[src/rtl/video_pkg.sv]
// Shared types and constants for the video fetch responder.
package video_pkg;

  typedef enum logic [1:0] {
    IDLE,
    REQ,
    WAIT,
    DONE
  } state_t;

  // Bus-cycle phase in which video reads are accepted by default.
  localparam logic [1:0] VIDEO_SLOT_DEF = 2'd0;

  // Word value substituted when the RAM never acknowledges.
  localparam logic [15:0] TIMEOUT_FILL = 16'hFFFF;

  // Place a 16-bit word into its slot of the 64-bit assembly word;
  // slot 0 is the most significant.
  function automatic logic [63:0] put_word(input logic [63:0] asm,
                                           input logic [1:0]  idx,
                                           input logic [15:0] w);
    logic [63:0] r;
    r = asm;
    case (idx)
      2'd0:    r[63:48] = w;
      2'd1:    r[47:32] = w;
      2'd2:    r[31:16] = w;
      default: r[15:0]  = w;
    endcase
    return r;
  endfunction

endpackage

[src/rtl/video_fetch_responder.sv]
// Memory-side responder for the video fetch bus: on an accepted video read,
// fetches four consecutive 16-bit RAM words and presents them as one 64-bit word.
module video_fetch_responder
  import video_pkg::*;
#(
  parameter logic [1:0]  VIDEO_SLOT = VIDEO_SLOT_DEF,
  parameter int unsigned TIMEOUT    = 24,
  parameter int unsigned TO_W       = 5
) (
  input  logic        clk_32,
  input  logic        reset,
  input  logic        clk_8_en,
  input  logic [1:0]  bus_cycle,
  input  logic [22:0] vaddr,
  input  logic        read,
  output logic [63:0] data,
  output logic        data_valid,
  output logic        busy,
  output logic        overrun,
  output logic [22:0] ram_addr,
  output logic        ram_rd,
  input  logic [15:0] ram_din,
  input  logic        ram_ack
);

  state_t          state_q;
  logic [22:0]     base_q;
  logic [1:0]      idx_q;
  logic [TO_W-1:0] cnt_q;
  logic [63:0]     asm_q;
  logic [63:0]     data_q;
  logic            data_valid_q;
  logic            busy_q;
  logic            overrun_q;
  logic [22:0]     ram_addr_q;
  logic            ram_rd_q;

  logic            req_hit;
  logic            expire;
  logic [15:0]     word_d;
  logic [63:0]     asm_d;

  // Request decode, timeout detect and next assembly word.
  always_comb begin
    req_hit = clk_8_en && (bus_cycle == VIDEO_SLOT) && read;
    expire  = (cnt_q == TO_W'(TIMEOUT - 1));
    word_d  = ram_ack ? ram_din : TIMEOUT_FILL;
    asm_d   = put_word(asm_q, idx_q, word_d);
  end

  // Fetch sequencer with registered outputs.
  // data and its strobe are loaded on the transition into DONE so that both
  // are visible together for the single DONE cycle.
  always_ff @(posedge clk_32 or posedge reset) begin
    if (reset) begin
      state_q      <= IDLE;
      base_q       <= '0;
      idx_q        <= '0;
      cnt_q        <= '0;
      asm_q        <= '0;
      data_q       <= '0;
      data_valid_q <= 1'b0;
      busy_q       <= 1'b0;
      overrun_q    <= 1'b0;
      ram_addr_q   <= '0;
      ram_rd_q     <= 1'b0;
    end else begin
      data_valid_q <= 1'b0;
      if (req_hit && (state_q != IDLE)) begin
        overrun_q <= 1'b1;
      end
      case (state_q)
        IDLE: begin
          if (req_hit) begin
            base_q  <= vaddr;
            busy_q  <= 1'b1;
            state_q <= REQ;
          end
        end
        REQ: begin
          ram_addr_q <= base_q + {21'b0, idx_q};
          ram_rd_q   <= 1'b1;
          cnt_q      <= '0;
          state_q    <= WAIT;
        end
        WAIT: begin
          if (ram_ack || expire) begin
            asm_q    <= asm_d;
            ram_rd_q <= 1'b0;
            if (idx_q == 2'd3) begin
              data_q       <= asm_d;
              data_valid_q <= 1'b1;
              state_q      <= DONE;
            end else begin
              idx_q   <= idx_q + 2'd1;
              state_q <= REQ;
            end
          end else begin
            cnt_q <= cnt_q + 1'b1;
          end
        end
        DONE: begin
          idx_q   <= '0;
          busy_q  <= 1'b0;
          state_q <= IDLE;
        end
        default: state_q <= IDLE;
      endcase
    end
  end

  assign data       = data_q;
  assign data_valid = data_valid_q;
  assign busy       = busy_q;
  assign overrun    = overrun_q;
  assign ram_addr   = ram_addr_q;
  assign ram_rd     = ram_rd_q;

endmodule
[config.mk]
export PLATFORM = sky130hd
export DESIGN_NAME = video_fetch_responder
export DESIGN_NICKNAME = d
export VERILOG_FILES = /design/src/rtl/video_pkg.sv /design/src/rtl/video_fetch_responder.sv
export SDC_FILE = /design/constraint.sdc
export NUM_CORES = 1
export LEC_CHECK = 0
export CAP_MARGIN = 20
export CORE_ASPECT_RATIO = 0.8
export CORE_UTILIZATION = 35
export DETAILED_ROUTE_END_ITERATION = 8
export DONT_BUFFER_PORTS = 1
export SETUP_SLACK_MARGIN = 0.02
export SLEW_MARGIN = 30
export SYNTH_ARGS = -nofsm -noshare
export SYNTH_HDL_FRONTEND = slang
export SYNTH_SLANG_ARGS = --single-unit
export TNS_END_PERCENT = 10
[constraint.sdc]
create_clock -name clk_32 -period 8.5 [get_ports clk_32]
set_clock_uncertainty 0.1 [all_clocks]
set_input_delay 1.275 -clock clk_32 [delete_from_list [all_inputs] [get_ports clk_32]]
set_output_delay 1.275 -clock clk_32 [all_outputs]
set_load 0.01 [all_outputs]
After elaboration in Yosys (flattened, before gate mapping)
Index checks and enable logic that the tools add are counted.
W data, S select, Z words.

operators by class
  reduce and logical (&&, ||, !) cells = 20
  $add $sub $neg = 3
  equal/unequal tests = 11
  mux-type cells = 21

operators by type and width
  operator               count
  $mux W16               5
  $add A23 B2 Y23        1
  $reduce_and A2 Y1      6
  $mux W2                5
  $pmux W5 S2            1
  $eq A2 B2 Y1 const B   4
  $ne A2 B2 Y1 const B   4
  $pmux W2 S4            1
  $reduce_bool A2 Y1     4
  $logic_not A2 Y1       3
  $reduce_and A3 Y1      2
  $add A5 B1 Y5 const B  1
  $eq A5 B5 Y1 const B   1
  $mux W1                5
  $mux W5                1
  $eq A2 B1 Y1 const B   2
  $pmux W1 S2            2
  $pmux W2 S2            1
  $logic_and A1 B1 Y1    3
  $reduce_or A3 Y1       1
  $add A2 B1 Y2 const B  1
  $logic_or A1 B1 Y1     1

storage, ports and cells
  register bits = 187
  output and inout port bits = 91
  input port bits = 46
  logic and storage cells = 66

Depth between registers and ports, before layout
Gate-level depths: netlist of run 1.

  depth in word-level cells = 5
  mapped depth = 9
  depth with buffers taken out = 7

Least setup slack after synthesis of run 1
No wires, ideal clock.

  path kind = register to register
  from = register idx_q[0]
  to = register ram_addr_q[18], in the netlist ram_addr[18]
  buffers on the path = 0
  arrival = 2246 ps
  cell stages (with the launch flop) = 8
  library setup time = 82 ps
  required time = 8318 ps
  setup slack = 6072 ps
  clock period less this slack = 2428 ps
  cell sequence = dfrtp_1 ha_1 inv_1 fa_1 nand3b_2 or2_4 or4_1 a31oi_1

on the way
  cells in the longest elaborated chain, start to end = 1

RTL lines
  element                 line                         text
  from (decl)             video_fetch_responder.sv:28  logic [1:0] idx_q;
  from (signal assigned)  video_fetch_responder.sv:95  idx_q <= idx_q + 2'd1;
  $add A23 B2 Y23         video_fetch_responder.sv:81  ram_addr_q <= base_q + {21'b0, idx_q};
  to (signal assigned)    video_fetch_responder.sv:81
  to (decl)               video_fetch_responder.sv:35  logic [22:0] ram_addr_q;

No other way between the ends.
A chain may end at the register's enable or synchronous reset.

Worst setup path in the final report of run 1
  from = register cnt_q[0]
  to = register data_q[46], in the netlist data[46]

on the way
  cells in the longest elaborated chain, start to end = 3

RTL lines
  element                             line                         text
  from (decl)                         video_fetch_responder.sv:29  logic [TO_W-1:0] cnt_q;
  from (signal assigned)              video_fetch_responder.sv:99  cnt_q <= cnt_q + 1'b1;
  $eq A5 B5 Y1                        video_fetch_responder.sv:46  expire = (cnt_q == TO_W'(TIMEOUT - 1));
  $logic_or A1 B1 Y1                  video_fetch_responder.sv:87  if (ram_ack || expire) begin
  $reduce_and A3 Y1 (no source line)  -
  to (signal assigned)                video_fetch_responder.sv:91  data_q <= asm_d;
  to (decl)                           video_fetch_responder.sv:31  logic [63:0] data_q;

No other way between the ends.

==> metrics.md, run 1 <==
| Metric | Value |
|---|---|
| CTS clk-pin slew, worst paths | `80 ps` |
| Largest driver fanout on the critical path | `112` |
| Least-Margin Pin Slew | `about 980 ps` |
| Final-layout setup total negative slack | `0 ps` |
| Proportion of power drawn by the clock network | `24.8%` |
| # H-tree levels | `4` |
| Crit path kind | `flop to flop` |
| Netlist Area Pre-Place | `8180 µm²` |
| Max layer used | `met4` |
| Setup-violating endpoint count in the final report | `0` |
| Peak ir drop on the vdd network | `144 µV` |
| Number of clock sinks | `187` |
| Max-cap violation count | `0` |
| TritonCTS clock tree | `done` |
| Post-layout util | `39.5%` |
| FF-to-FF setup slack | `approximately 5700 ps` |
| Iteration count of the initial detailed-routing pass | `5` |
| Fraction of final layout cells with drive strength greater than 1 | `a little under a tenth` |
| Synthesized instance count | `860` |
| Run status | `complete, no violations` |
| Total congestion overflow | `0` |
| Sw Share | `38.2%` |
| Port Buf Inserts | `0` |
| Total Wirelength | `19200 µm` |
| Seq/Total Area, Yosys | `between 50% and 60%` |
| Final cycle utilization of the critical path | `between 30% and 40%` |
| Number of unique standard cell types used by synthesis | `50` |
| Slowest cell on the critical path | `sky130_fd_sc_hd__buf_6` |
| Class of the tightest hold or removal check | `flop to flop` |
| CTS Hold Bufs | `0` |
| Final period demand of the worst path | `2760 ps` |
| Net switching power figure | `~1200 µW` |
| Required arrival time at the worst endpoint | `8660 ps` |
| Wire length of the first global-routing pass | `30700 µm` |
| Worst reg2reg endpoint | `data[46]` |
| Worst Setup End Kind | `flop` |
| Highest Clock Rate | `0.363 GHz` |
| Initial standard-cell utilization of the core | `36.1%` |
| Mean area per synthesized cell | `between 9 and 10 µm²` |
| Series of cell instances along the critical path | `ha_1 -> and4b_1 -> o211ai_4 -> buf_6 -> o21ai_0` |
| Fill count | `2266` |
| Mean routed wirelength per cell | `between 15 and 20 µm` |
| Number of antenna violations at the first check in global routing | `0` |
| Setup crit start | `cnt_q[0]` |
| Number of gates given a new drive strength after cts | `0` |
| Clock latency on the worst-skew pair | `430 ps` |
| Die footprint | `between 20000 and 25000 µm²` |
| Total number of nets in the final design | `between 800 and 900` |
| Synthesized Nets | `between 900 and 1000` |
| Fraction of registers with async set/reset | `100%` |
| Flip-flop and latch count after synthesis | `187` |
| Buffer cell driving the clock tree root | `sky130_fd_sc_hd__clkbuf_16` |
| Internal cell power | `2010 µW` |
| RSZ-0062 raised after global routing | `no` |
| Buffering stage count on the worst path with inverters included | `1` |
| Number of vias per cell | `roughly 4.8` |
| YS warnings | `0` |
| Combinational share of power | `24.1%` |
| Die extent in x | `173 µm` |
| Largest incremental delay on the critical path | `600 ps` |
| Signed area change from the synthesized netlist to the final layout | `9.60%` |
| Final max-slew violation count | `0` |
| I/O pin cnt | `~140` |
| Detailed-route DRC error count | `0` |
| Total power of the final layout | `3260 µW` |
| Setup bufs post-CTS | `0` |
| Relative contribution of sequential cells to total power | `between 50% and 60%` |
| Area of the placeable core | `22700 µm²` |
| Worst flop-to-flop path startpoint | `cnt_q[0]` |
| Routed length on met3 | `1440 µm` |
| Crit path launch type | `flop` |
| CP Depth | `5` |
| Largest net degree at the start of global routing | `118` |
| Height of the chip | `139 µm` |
| Number of CTS-inserted buffers | `17` |
| Leakage power summed over all cells | `about 0.0038 µW` |
| GRT Resource Usage Total | `16.7%` |
| Cell family with the largest share of critical-path delay | `compound AO/OA/AOI/OAI gates` |
| Setup crit end | `data[46]` |
| Weighted congestion reported at the end of routability-driven placement | `0.737` |
| Via count of the first global-routing pass | `5161` |
| Primary flip-flop cell chosen by synthesis mapping | `sky130_fd_sc_hd__dfrtp_1` |
| Number of rows in the core area | `49` |
| Relative slew margins | `34.5%` |
| Final Hold Viols | `0` |
| Maximum clock path buffer count | `2` |
| Starting DRC count in detailed routing | `between 300 and 400` |
| Final HPWL from detailed placement | `approximately 13000 µm` |
| Number of cell instances on the worst register-to-register path | `5` |
| EDFF count, synth | `0` |
| Wire length on met1 | `about 9000 µm` |
| Antenna Violating Nets Remaining | `0` |
| Met2 routed WL | `a little under 9000 µm` |
| Via count of the routed design | `5498` |
| Data arrival time of the worst path | `2920 ps` |
| Total power divided by cell area | `363 nW/µm²` |
-- placed cells by master, fill, tap and decap left out, drive strengths merged, types with 3 or more instances in the layout --
master,Yosys,final
dfrtp,187,187
or4,7,7
ha,8,8
o31ai,7,7
nor2b,17,17
o21ai,209,209
a31oi,9,9
clkinv,0,4
xor2,4,4
o211ai,6,6
inv,13,20
nor2,18,18
nand3,9,9
a21oi,4,4
buf,22,5
mux2,25,25
clkbuf,46,18
nand4,5,5
nand2,219,219
or2,3,3
nand2b,3,3
nor4,3,3
a22o,3,3
xnor2,9,9
nor3,6,6
-- flip-flops by register name, indices dropped and copies added (netlist names) --
name,flops
base_q,23
idx_q,2
state_q,2
ram_rd,1
busy,1
ram_addr,23
data_valid,1
overrun,1
data,64
asm_q,64
cnt_q,5
-- synthesized netlist by cell type (all sizes together), types with 2 or more instances --
master | count | area share (%)
nor2b | 17 | 1.3
nand3 | 9 | 0.55
or4 | 7 | 0.64
nor2 | 18 | 0.83
dfrtp | 187 | 57
o21ai | 209 | 13
nor3 | 6 | 0.50
nor4 | 3 | 0.23
a31oi | 9 | 0.69
xnor2 | 9 | 0.96
xor2 | 4 | 0.43
a22o | 3 | 0.32
mux2 | 25 | 3.4
a21oi | 4 | 0.24
nand2 | 219 | 10
o31ai | 7 | 0.64
ha | 8 | 1.2
clkbuf | 46 | 2.1
nand4 | 5 | 0.38
buf | 22 | 1.5
inv | 13 | 0.60
or2 | 3 | 0.26
o211ai | 6 | 0.73
nand2b | 3 | 0.32
and4 | 2 | 0.21
-- power by group through the flow --
| stage | registers [µW] | clock network (µW) | logic [µW] |
|---|---|---|---|
| 6_report | 1660 | 809 | 786 |
| 5_1_grt | 1730 | 868 | 924 |
| 4_1_cts | 1670 | 833 | 797 |
| 3_5_place_dp | 1690 | 0 | 798 |
| 3_3_place_gp | 1680 | 0 | 766 |
| 2_1_floorplan | 1570 | 0 | 650 |
-- worst min path at each step --
| stage | start | endpoint | slack [ps] | depth (start not counted) |
|---|---|---|---|---|
| floorplan | asm_q[26] | asm_q[26] | 340 | 2 |
| global placement | asm_q[9] | asm_q[9] | 360 | 2 |
| detailed placement | asm_q[54] | asm_q[54] | 360 | 2 |
| CTS | asm_q[54] | asm_q[54] | 380 | 2 |
| global route | asm_q[42] | asm_q[42] | 400 | 2 |
| finish | asm_q[10] | asm_q[10] | 380 | 2 |
-- per-layer routing --
metal	up-vias	track usage, %
li1	2819	-
met1	2551	22.2
met2	124	25.5
met3	4	6.25
met4	0	4.33
met5	-	0
-- layout make-up --
class | instances | area (µm²) | share of cell area (%)
flip-flops and latches | 187 | 4680 | 52.2
multi-input cells | 592 | 3200 | 35.7
clock buffers | 18 | 429 | 4.79
well taps | 306 | 383 | 4.27
clock inverters | 14 | 171 | 1.91
inverters | 13 | 56.3 | 0.628
repair buffers | 5 | 45.0 | 0.502
diodes | 2 | 5.00 | 0.0558
-- metrics by stage --
stage,hold slack (ps),setup WS [ps],instances,instance area (µm²)
2_1_floorplan,345,2040,860,8180
3_3_place_gp,356,5410,1103,8320
3_5_place_dp,365,5340,1103,8340
4_1_cts,382,5480,1135,8940
5_1_grt,397,5590,1135,8960
6_report,377,5740,1137,8970
-- kinds of logic (layout without fill, tap and decap cells) --
family | Yosys count | after routing | share of synthesized area (%)
AND/OR/NAND/NOR | 299 | 299 | 16.0
AO/OA/AOI/OAI | 245 | 245 | 16.1
flip-flops | 187 | 187 | 57.2
buffers and inverters | 81 | 50 | 4.22
multiplexers | 26 | 26 | 3.56
XOR/XNOR | 13 | 13 | 1.39
adder cells (fa/ha/maj) | 9 | 9 | 1.47
other | 0 | 2 | 0
-- worst min-delay path: cells and delay by family (launching register included) --
| family | cells | cell delay (ps) |
|---|---|---|
| flip-flops | 1 | 340 |
| AND/OR/NAND/NOR | 1 | 40 |
| AO/OA/AOI/OAI | 1 | 60 |
(Power assumes the default switching activity.)
==> run 2: changes to the inputs <==
Clock period 8.5 ns to 2.59 ns, I/O delays scaled along.
==> run 2 against run 1 <==
Worst setup slack worse by 5500 ps. Global-route usage grew 0.41 points. Combinational power increased to 3.4 times the previous value. Clock-buffer cell count unchanged. First-iteration DRC count up 15%. Total power grew to 3.3 times the previous value. Sequential power grew to 3.3 times the previous value. Die area unchanged. Sequential share of layout area is 2.1 points lower.
==> metrics.md, run 2 (same netlist as run 1, synthesis figures left out) <==
| Metric | Value |
|---|---|
| Run status | `complete, no violations` |
| Relative slew margins | `45.6%` |
| Post-layout util | `41.2%` |
| Total congestion overflow | `0` |
| Multi-input logic area | `3170 µm²` |
| I/O pin cnt | `137` |
| TritonCTS clock tree | `done` |
| RSZ-0062 raised after global routing | `no` |
| Number of gates given a new drive strength after cts | `0` |
| Worst Setup End Kind | `flop` |
| Final Hold Viols | `0` |
| Buffering stage count on the worst path with inverters included | `1` |
| Peak ir drop on the vdd network | `~460 µV` |
| Series of cell instances along the critical path | `ha_1 -> inv_1 -> fa_1 -> nand3b_2 -> or2_4 -> or4_1 -> a31oi_1` |
| Signed area change from the synthesized netlist to the final layout | `14.1%` |
| Starting DRC count in detailed routing | `412` |
| Iteration count of the initial detailed-routing pass | `5` |
| Die extent in x | `173 µm` |
| Via count of the first global-routing pass | `about 5500` |
| CTS clk-pin slew, worst paths | `80 ps` |
| GRT Resource Usage Total | `between 15 and 20%` |
| Antenna Violating Nets Remaining | `0` |
| Post-route worst hold slack | `between 70 and 80 ps` |
| Via count of the routed design | `about 5800` |
| Slowest cell on the critical path | `sky130_fd_sc_hd__or4_1` |
| Crit path kind | `flop to flop` |
| Max-cap violation count | `0` |
| Largest incremental delay on the critical path | `520 ps` |
| Sequential cell area in the final layout | `approximately 4700 µm²` |
| Maximum clock path buffer count | `2` |
| Buffer cell driving the clock tree root | `sky130_fd_sc_hd__clkbuf_16` |
| Final period demand of the worst path | `2380 ps` |
| Data arrival time of the worst path | `2630 ps` |
| Number of CTS-inserted buffers | `17` |
| Final HPWL from detailed placement | `about 13000 µm` |
| Mean routed wirelength per cell | `16.6 µm` |
| Post-route standard cell area excluding fillers | `9340 µm²` |
| Port Buf Inserts | `0` |
| Height of the chip | `139 µm` |
| Required arrival time at the worst endpoint | `2840 ps` |
| Number of rows in the core area | `49` |
| Area of the placeable core | `22700 µm²` |
| Weighted congestion reported at the end of routability-driven placement | `0.769` |
| Cell family with the largest share of critical-path delay | `simple AND/OR/NAND/NOR gates` |
| Die footprint | `between 20000 and 25000 µm²` |
| Clock latency on the worst-skew pair | `430 ps` |
| Total number of nets in the final design | `about 900` |
| Total power of the final layout | `10800 µW` |
| Total power divided by cell area | `1150 nW/µm²` |
| Total Wirelength | `19600 µm` |
| Detailed-route DRC error count | `0` |
| Number of antenna violations at the first check in global routing | `0` |
| Diodes inserted | `0` |
| Largest net degree at the start of global routing | `135` |
| Setup-violating endpoint count in the final report | `0` |
| Leakage power summed over all cells | `~0.0040 µW` |
| Largest driver fanout on the critical path | `6` |
| Number of vias per cell | `4.88` |
| Most common cell after layout, fill and taps aside | `sky130_fd_sc_hd__nand2_1` |
| Crit path launch type | `flop` |
| Fill count | `2262` |
| Total placed instance area | `8520 µm²` |
| Leading cell types in the layout, fill and taps excluded | `sky130_fd_sc_hd__nand2_1 (219), sky130_fd_sc_hd__dfrtp_1 (187), sky130_fd_sc_hd__o21ai_0 (163), sky130_fd_sc_hd__o21ai_1 (46), sky130_fd_sc_hd__buf_4 (26)` |
| Initial standard-cell utilization of the core | `between 30 and 40%` |
| Class of the tightest hold or removal check | `input port to flop` |
| Highest Clock Rate | `0.419 GHz` |
| Final max-slew violation count | `0` |
| Wire length of the first global-routing pass | `31800 µm` |
| Final cycle utilization of the critical path | `92.1%` |
| # H-tree levels | `4` |
| Number of clock sinks | `187` |
| Least-Margin Pin Slew | `815 ps` |
| Fraction of final layout cells with drive strength greater than 1 | `~11%` |
[run 2: path summary, 6_finish.rpt]
kind | startpoint | end | slack, ps | cells past startpoint
max in group asynchronous | reset | asm_q[50] | 1290 | 3
setup reg to reg | idx_q[0] | ram_addr[18] | 210 | 7
hold reg to reg | asm_q[3] | asm_q[3] | 380 | 2
hold / removal | ram_ack | cnt_q[2] | 80 | 3
min in group asynchronous | reset | data[1] | 550 | 3
setup / recovery | idx_q[0] | ram_addr[18] | 210 | 7
[run 2: area by class of cell]
class,count,share of cell area (%)
clock buffers,18,4.60
clock inverters,14,1.65
inverters,13,0.563
multi-input cells,592,33.9
flip-flops and latches,187,50.1
well taps,306,4.10
repair buffers,52,5.09
[run 2: where the power goes]
| part | internal, µW | switching, µW | leakage (µW) |
|---|---|---|---|
| logic | 1110 | 1590 | 0.00136 |
| clock network | 1370 | 1250 | 0.000284 |
| registers | 4180 | 1260 | 0.00241 |
[run 2: timing repair]
action / CTS / global route
endpoints found under the setup margin: 0 / 0
setup buffers: 0 / 0
hold endpoints to repair: 34 / 0
hold buffers: 24 / 0
[run 2: worst register-to-register path, cell delays in order (launching register included)]
cell,delay [ps]
sky130_fd_sc_hd__dfrtp_1,350
sky130_fd_sc_hd__ha_1,190
sky130_fd_sc_hd__inv_1,60
sky130_fd_sc_hd__fa_1,390
sky130_fd_sc_hd__nand3b_2,220
sky130_fd_sc_hd__or2_4,290
sky130_fd_sc_hd__or4_1,520
sky130_fd_sc_hd__a31oi_1,170
[run 2: metrics by stage]
stage | worst slack (ps) | setup TNS [ps] | cells
detailed placement | 229 | 0 | 1126
global placement | 281 | 0 | 1126
CTS | 182 | 0 | 1182
floorplan | -305 | -57030 | 860
global route | 116 | 0 | 1182
finish | 205 | 0 | 1182
[run 2: per-layer routing]
layer	part of all wire (%)	track usage, %	vias to the layer above
met5	0	0	-
met4	1.3	4.80	0
met3	7.8	6.30	15
met2	44	25.0	144
met1	47	23.6	2702
li1	-	-	2910
==> run 3: changes to the inputs <==
Settings changed: CORE_ASPECT_RATIO 0.8 to default, CTS_CLUSTER_SIZE from default to 14, HOLD_SLACK_MARGIN from default to 0.02.
==> run 3 against run 2 <==
Combinational power hardly changed. Hold slack got worse by 19 ps. Critical path depth stayed put. Register-to-register slack improved by 20 ps. Core utilization grew 0.48 points. First-iteration DRC count fell by 25%. Clock-buffer cell count unchanged. Flip-flop and latch count did not move. Via count grew 0.64%. Non-clock buffer count grew 5. Global-route usage fell by 0.34 points. Sequential power about the same. Critical path type unchanged.
==> metrics.md, run 3 (same netlist as run 1, synthesis figures left out) <==
| Metric | Value |
|---|---|
| Largest driver fanout on the critical path | `6` |
| Iteration count of the initial detailed-routing pass | `4` |
| # H-tree levels | `4` |
| Cell family with the largest share of critical-path delay | `simple AND/OR/NAND/NOR gates` |
| Height of the chip | `155 µm` |
| Clock latency on the worst-skew pair | `430 ps` |
| I/O pin cnt | `137` |
| Die footprint | `24000 µm²` |
| Number of vias per cell | `4.86` |
| Final Hold Viols | `0` |
| Area of the placeable core | `22800 µm²` |
| Buffer cell driving the clock tree root | `sky130_fd_sc_hd__clkbuf_16` |
| Required arrival time at the worst endpoint | `about 2800 ps` |
| Number of antenna violations at the first check in global routing | `1` |
| Final period demand of the worst path | `2360 ps` |
| Worst path setup slack after routing | `229 ps` |
| Maximum clock path buffer count | `2` |
| Setup-violating endpoint count in the final report | `0` |
| Final-layout setup total negative slack | `0 ps` |
| Pre-CTS setup slack | `roughly 120 ps` |
| Initial standard-cell utilization of the core | `~36%` |
| Final cycle utilization of the critical path | `91.2%` |
| Max-cap violation count | `0` |
| Port Buf Inserts | `0` |
| FF-to-FF setup slack | `approximately 230 ps` |
| RSZ-0062 raised after global routing | `no` |
| Weighted congestion reported at the end of routability-driven placement | `0.814` |
| Leading cell types in the layout, fill and taps excluded | `sky130_fd_sc_hd__nand2_1 (219), sky130_fd_sc_hd__dfrtp_1 (187), sky130_fd_sc_hd__o21ai_0 (163), sky130_fd_sc_hd__o21ai_1 (46)` |
| CTS clk-pin slew, worst paths | `70 ps` |
| Die extent in x | `155 µm` |
| Most common cell after layout, fill and taps aside | `sky130_fd_sc_hd__nand2_1` |
| Crit path kind | `flop to flop` |
| Via count of the routed design | `5808` |
| Largest incremental delay on the critical path | `490 ps` |
| Highest Clock Rate | `0.424 GHz` |
| Total congestion overflow | `0` |
| Class of the tightest hold or removal check | `input port to flop` |
| Number of CTS-inserted buffers | `17` |
| Total Wirelength | `19200 µm` |
| Least-Margin Pin Slew | `between 800 and 900 ps` |
| Total placed instance area | `about 8600 µm²` |
| Total power divided by cell area | `about 1100 nW/µm²` |
| Post-route worst hold slack | `between 50 and 60 ps` |
| Run status | `complete, no violations` |
| Via count of the first global-routing pass | `around 5400` |
| Total number of nets in the final design | `923` |
| Relative slew margins | `about two fifths` |
| Slowest cell on the critical path | `sky130_fd_sc_hd__or4_1` |
| Final max-slew violation count | `0` |
| Final cell count without fillers | `1195` |
| Wire length of the first global-routing pass | `30900 µm` |
| Final HPWL from detailed placement | `between 10000 and 15000 µm` |
| Largest net degree at the start of global routing | `73` |
| TritonCTS clock tree | `done` |
| Post-route standard cell area excluding fillers | `9490 µm²` |
| Starting DRC count in detailed routing | `310` |
| Buffering stage count on the worst path with inverters included | `1` |
| Fraction of final layout cells with drive strength greater than 1 | `11.4%` |
| Detailed-route DRC error count | `0` |
| Peak ir drop on the vdd network | `516 µV` |
| Signed area change from the synthesized netlist to the final layout | `16.0%` |
| Data arrival time of the worst path | `2620 ps` |
| Fill count | `2213` |
| Leakage power summed over all cells | `0.00412 µW` |
| Crit path launch type | `flop` |
| GRT Resource Usage Total | `16.7%` |
| Number of clock sinks | `187` |
| Series of cell instances along the critical path | `ha_1 -> inv_1 -> fa_1 -> nand3b_4 -> or2_4 -> or4_1 -> a31oi_1` |
| Setup bufs post-CTS | `0` |
| Number of rows in the core area | `55` |
| Antenna Violating Nets Remaining | `0` |
| Mean routed wirelength per cell | `16.1 µm` |
| Worst Setup End Kind | `flop` |
| Number of instances in the placed design | `between 1000 and 1500` |
[run 3: layout make-up]
type | count | area, µm² | area share, %
sequential | 187 | 4680 | 49.3
clock inverter | 14 | 170 | 1.79
timing repair buffer | 57 | 588 | 6.20
antenna | 1 | 2.50 | 0.0264
clock buffer | 18 | 429 | 4.52
inverter | 13 | 52.6 | 0.554
multi-input combinational | 592 | 3170 | 33.5
tap | 313 | 392 | 4.13
[run 3: where the power goes]
group          switching, µW  internal, µW
registers               1270          4180
clock network           1310          1310
logic                   1530          1130
[run 3: through the flow]
stage	power [µW]	utilization, %
floorplan	7290	-
global placement	8080	37.9
detailed placement	8210	37.9
CTS	10900	41.6
global route	11600	41.6
finish	10700	41.7
[run 3: worst reg2reg max path: stages, from the launching register on]
cell and delay (ps):
sky130_fd_sc_hd__dfrtp_1 350, sky130_fd_sc_hd__ha_1 190, sky130_fd_sc_hd__inv_1 60, sky130_fd_sc_hd__fa_1 410
sky130_fd_sc_hd__nand3b_4 210, sky130_fd_sc_hd__or2_4 300, sky130_fd_sc_hd__or4_1 500, sky130_fd_sc_hd__a31oi_1 170
[run 3: timing repair]
action,in CTS,in global routing
endpoints found under the hold margin,41,0
resized for setup,0,1
hold buffers,24,0
endpoints found under the setup margin,0,2
[run 3: routing by layer]
layer  vias up  GRT usage [%]  part of all wire, %  routed length (µm)
met5         -              0                0.088                  17
met4         2           4.15                 0.97                 186
met3        17           6.85                  9.3                1790
met2       171           24.9                   43                8260
met1      2700           22.6                   47                8980
li1       2918              -                    -                   -
[run 3: final timing paths]
check / from / to / cells after the start
setup / recovery: base_q[0] / ram_addr[16] / 7
setup reg to reg: base_q[0] / ram_addr[16] / 7
hold reg to reg: asm_q[3] / asm_q[3] / 2
max in group asynchronous: reset / busy / 3
hold / removal: ram_ack / cnt_q[2] / 3
min in group asynchronous: reset / data[54] / 2
